--- config.mk ---
export PLATFORM = sky130hd
export DESIGN_NAME = button_conditioner
export DESIGN_NICKNAME = d
export VERILOG_FILES = /design/src/rtl/button_conditioner.sv
export SDC_FILE = /design/constraint.sdc
export NUM_CORES = 1
export LEC_CHECK = 0
export CORE_MARGIN = 2
export CORE_UTILIZATION = 45
export CTS_BUF_LIST = sky130_fd_sc_hd__clkbuf_4 sky130_fd_sc_hd__clkbuf_8
export DETAILED_ROUTE_END_ITERATION = 8
export GPL_TIMING_DRIVEN = 0
export PLACE_DENSITY_LB_ADDON = 0.08
export SYNTH_ARGS = -nofsm -noshare
export SYNTH_HDL_FRONTEND = slang
export SYNTH_SLANG_ARGS = --single-unit
--- constraint.sdc ---
create_clock -name clk -period 2.55 [get_ports clk]
set_input_delay 0.255 -clock clk [delete_from_list [all_inputs] [get_ports clk]]
set_output_delay 0.255 -clock clk [all_outputs]
set_load 0.02 [all_outputs]
--- src/rtl/button_conditioner.sv ---
// Button conditioner: turns one raw, bouncing, asynchronous push-button into a clean debounced
// level plus single-cycle press/release pulses, with optional hold-to-repeat press pulses.
module button_conditioner #(
  parameter int DEBOUNCE_CYCLES = 1000000,
  parameter bit REPEAT_EN       = 1'b1,
  parameter int REPEAT_DELAY    = 50000000,
  parameter int REPEAT_PERIOD   = 20000000
) (
  input  logic clk,
  input  logic rst,
  input  logic btn_in,
  output logic btn_level,
  output logic press_pulse,
  output logic release_pulse,
  output logic repeating
);

  localparam int DB_W    = (DEBOUNCE_CYCLES > 1) ? $clog2(DEBOUNCE_CYCLES) : 1;
  localparam int TMR_MAX = (REPEAT_DELAY > REPEAT_PERIOD) ? REPEAT_DELAY : REPEAT_PERIOD;
  localparam int TMR_W   = (TMR_MAX > 1) ? $clog2(TMR_MAX) : 1;

  localparam logic [DB_W-1:0]  DB_LAST     = DB_W'(DEBOUNCE_CYCLES - 1);
  localparam logic [TMR_W-1:0] DELAY_LAST  = TMR_W'(REPEAT_DELAY - 1);
  localparam logic [TMR_W-1:0] PERIOD_LAST = TMR_W'(REPEAT_PERIOD - 1);

  typedef enum logic [1:0] {
    IDLE   = 2'd0,
    HOLD   = 2'd1,
    REPEAT = 2'd2
  } state_t;

  logic             s1;
  logic             s2;
  logic [DB_W-1:0]  db_cnt;
  state_t           state;
  state_t           state_next;
  logic [TMR_W-1:0] timer;
  logic [TMR_W-1:0] timer_next;
  logic             press_next;
  logic             release_next;

  always_ff @(posedge clk) begin
    if (rst) begin
      s1 <= 1'b0;
      s2 <= 1'b0;
    end else begin
      s1 <= btn_in;
      s2 <= s1;
    end
  end

  // Level only flips after DEBOUNCE_CYCLES consecutive disagreeing samples.
  always_ff @(posedge clk) begin
    if (rst) begin
      db_cnt    <= '0;
      btn_level <= 1'b0;
    end else if (s2 == btn_level) begin
      db_cnt <= '0;
    end else if (db_cnt == DB_LAST) begin
      db_cnt    <= '0;
      btn_level <= s2;
    end else begin
      db_cnt <= db_cnt + 1'b1;
    end
  end

  always_ff @(posedge clk) begin
    if (rst) begin
      state         <= IDLE;
      timer         <= '0;
      press_pulse   <= 1'b0;
      release_pulse <= 1'b0;
    end else begin
      state         <= state_next;
      timer         <= timer_next;
      press_pulse   <= press_next;
      release_pulse <= release_next;
    end
  end

  // The debounced level holds for at least DEBOUNCE_CYCLES, so a high level seen in IDLE
  // is always a fresh 0->1 transition.
  always_comb begin
    state_next   = state;
    timer_next   = timer;
    press_next   = 1'b0;
    release_next = 1'b0;
    case (state)
      IDLE: begin
        if (btn_level) begin
          press_next = 1'b1;
          timer_next = '0;
          state_next = HOLD;
        end
      end
      HOLD: begin
        if (!btn_level) begin
          release_next = 1'b1;
          state_next   = IDLE;
        end else if (REPEAT_EN) begin
          if (timer == DELAY_LAST) begin
            press_next = 1'b1;
            timer_next = '0;
            state_next = REPEAT;
          end else begin
            timer_next = timer + 1'b1;
          end
        end
      end
      REPEAT: begin
        if (!btn_level) begin
          release_next = 1'b1;
          state_next   = IDLE;
        end else if (timer == PERIOD_LAST) begin
          press_next = 1'b1;
          timer_next = '0;
        end else begin
          timer_next = timer + 1'b1;
        end
      end
      default: state_next = IDLE;
    endcase
  end

  assign repeating = (state == REPEAT);

endmodule

==> flow_summary.json, run 1 <==
{
  "outcome": "complete, no violations",
  "synth_top_area_share_pct": 43.5,
  "crit_path_start": "timer[8]",
  "arrival_ns": 2.61,
  "fin_crit_ns": 2.40,
  "yosys.area_share.simple_pct": 29.1,
  "grt_pass1_vias": 1781,
  "h-tree-depth": 2,
  "finalCritPeriodShare_pct": 94.2,
  "skew_ns": 0.00657,
  "synth_xor_area_share_pct": 15.4,
  "die_area_sq_mm": 0.00603,
  "drv_cap": 0,
  "worstPathMaxFanout": 10,
  "clk_pin_slew_ns": 0.10,
  "vdd_drop_max_mv": 0.270,
  "hold_violations": 0,
  "ys_seq_elements": 53,
  "fp.dieH_um": 77.6,
  "synth_cell_types": 36,
  "synth_area_leaders": "dfxtp_1 (43%), xor2_1 (12%), nor2_1 (8.2%)",
  "synth-async-reset-ratio_pct": 0,
  "yosysTopAreaCell": "dfxtp_1",
  "synth_compound_area_share_pct": 4.92,
  "wire_per_inst_um": 12.8,
  "fin_nets": 298,
  "clk_path_buf_depth": 2,
  "netlist_area_sq_mm": 0.00244,
  "end_kind": "flip-flop",
  "power_density_mw_per_mm2": 506,
  "coreArea_sq_mm": 0.00517,
  "num_io_pins": 7,
  "postRouteAntennaNets": 0,
  "port_buffers": 5,
  "initial_core_util_pct": 47.2,
  "holdWs_ns": 0.321,
  "muxShareOfSynthArea_pct": 0.410,
  "synth_top_family_by_area": "simple AND/OR/NAND/NOR gates",
  "antenna_found_initial": 0,
  "maxSlewViolCount": 0,
  "die_width_um": 77.6,
  "synth-edff-count": 0,
  "globalplace.congestion": 0.747,
  "hold_path_class": "input pin to flip-flop",
  "firstDrtPassIters": 4,
  "diodes": 0,
  "worst_slew_pin_slew_ns": 0.842,
  "vias_per_cell": 5.22,
  "post_cts_buffers": 0,
  "synth_fa_ha_area_share_pct": 3.08,
  "drc": 0,
  "finalPower_w": 0.00136,
  "synth_cells": 277,
  "criticalPathCategory": "flip-flop to flip-flop",
  "max-slew-margin-rel_pct": 43.3,
  "grt_usage_pct": 16.8,
  "rows": 26,
  "cts_sinks": 53,
  "yosysSeqAreaShare_pct": 43.5,
  "ys.warnings.count": 0,
  "setup_violations": 0,
  "grt_pass1_wl_um": 8260,
  "numCtsBuffers": 5,
  "placed_cell_area_sq_mm": 0.00258,
  "rsz0062_at_grt": "no",
  "worst_skew_pair.late_latency_ns": 0.31,
  "yosys_most_used_dff": "dfxtp_1",
  "area_growth_pct": 9.79,
  "worstSetupStartpointType": "flip-flop",
  "syn_nets": 286,
  "grt_max_degree": 17,
  "r2r-start": "timer[8]",
  "min-delay-start": "rst",
  "worstPathRequired_ns": 2.76,
  "routed_wl_um": 4610,
  "synthTopCellsByCount": "dfxtp_1 (53), nor2_1 (53), xor2_1 (34)",
  "syn_avg_cell_area_sq_um": 8.81,
  "drtIter0Drc": 113,
  "fin_area_sq_mm": 0.00268,
  "drive_gt1_share_pct": 5.52,
  "cts_tree": "built",
  "grt-ovfl-total": 0,
  "vias": 1880,
  "cts-root-buf": "clkbuf_8",
  "dp_hpwl_um": 3250,
  "max_freq_mhz": 416,
  "power_leakage_nw": 0.888
}
-- cell usage in the layout (no fill, tap or decap), drive strengths merged, types with 3 or more instances in the layout --
cell           count
nor4               5
ha                 6
nand3             23
and4               3
nand4             14
nand2             21
xnor2              9
clkdlybuf4s50      5
nor4b              3
nor3               6
inv                8
and3               6
a21oi              4
xor2              34
buf                4
nor2              53
clkbuf            10
dfxtp             53
-- power breakdown --
part | internal (W) | leakage [nW] | switching, W
clock | 0.000221 | 0.0512 | 0.000281
sequential | 0.000829 | 0.427 | 0.00000121
combinational | 0.00000976 | 0.410 | 0.0000143
total | 0.00106 | 0.888 | 0.000296
-- per-layer routing --
layer | global-route usage (%) | share of wire, % | routed length, um
met2 | 25.0 | 41 | 1900
met3 | 3.60 | 3.5 | 160
met1 | 24.1 | 54 | 2500
met4 | 5.71 | 1.0 | 46
met5 | 0 | 0 | 0
-- flip-flops by register name, summed over array words and instances (netlist names) --
name	cells
btn_level	1
db_cnt	20
press_pulse	1
release_pulse	1
s1	1
s2	1
state	2
timer	26
-- area by class of cell --
class                           instances  area, sq um
Buffer                                  8         57.6
Clock buffer                            6         82.6
Clock inverter                          2         13.8
Fill cell                             506         2490
Inverter                                8         30.0
Multi-Input combinational cell        208         1300
Sequential cell                        53         1060
Tap cell                               70         87.6
Timing Repair Buffer                    5         50.0
-- worst max-delay path: stages (launching register included) --
cell and delay [ns]:
dfxtp_1 0.35, or4b_1 0.54, or4_4 0.45, nor4_2 0.43, o221a_4 0.33, buf_8 0.15, nor2_1 0.05
-- stage by stage --
stage	util [%]	TNS (ns)	cells	setup WS, ns
3_5_place_dp	49.8	-0.445	352	-0.0888
3_3_place_gp	49.8	-0.386	352	-0.0764
6_report	51.8	0	360	0.149
4_1_cts	51.8	0	360	0.142
5_1_grt	51.8	0	360	0.0279
2_1_floorplan	-	0	277	0.364
-- cells by family after synthesis --
family | after synthesis
compound gates | 15
xor+xnor | 43
fa+ha+maj | 6
buf+inv | 16
flops | 53
mux | 1
simple gates | 143
-- worst paths after layout --
path	to	slack, ns	cells past startpoint
worst max-delay path	timer[17]	0.15	6
worst min register to register	s2	0.45	1
worst min-delay path	btn_level	0.32	2
worst max register to register	timer[17]	0.15	6
-- timing repair --
action | 4_1_cts | 5_1_grt
hold buffers | 0 | 0
endpoints found under the setup margin | 11 | 0
endpoints found under the hold margin | 0 | 0
gates resized for setup | 1 | 0
Note: power is estimated with default switching activity, not from simulation.
==> run 2, diff against run 1 <==
CTS_CLUSTER_SIZE = 24   (was unset)
==> results of run 2 <==
The final DEF is identical to that of run 1; final timing and power are the same.
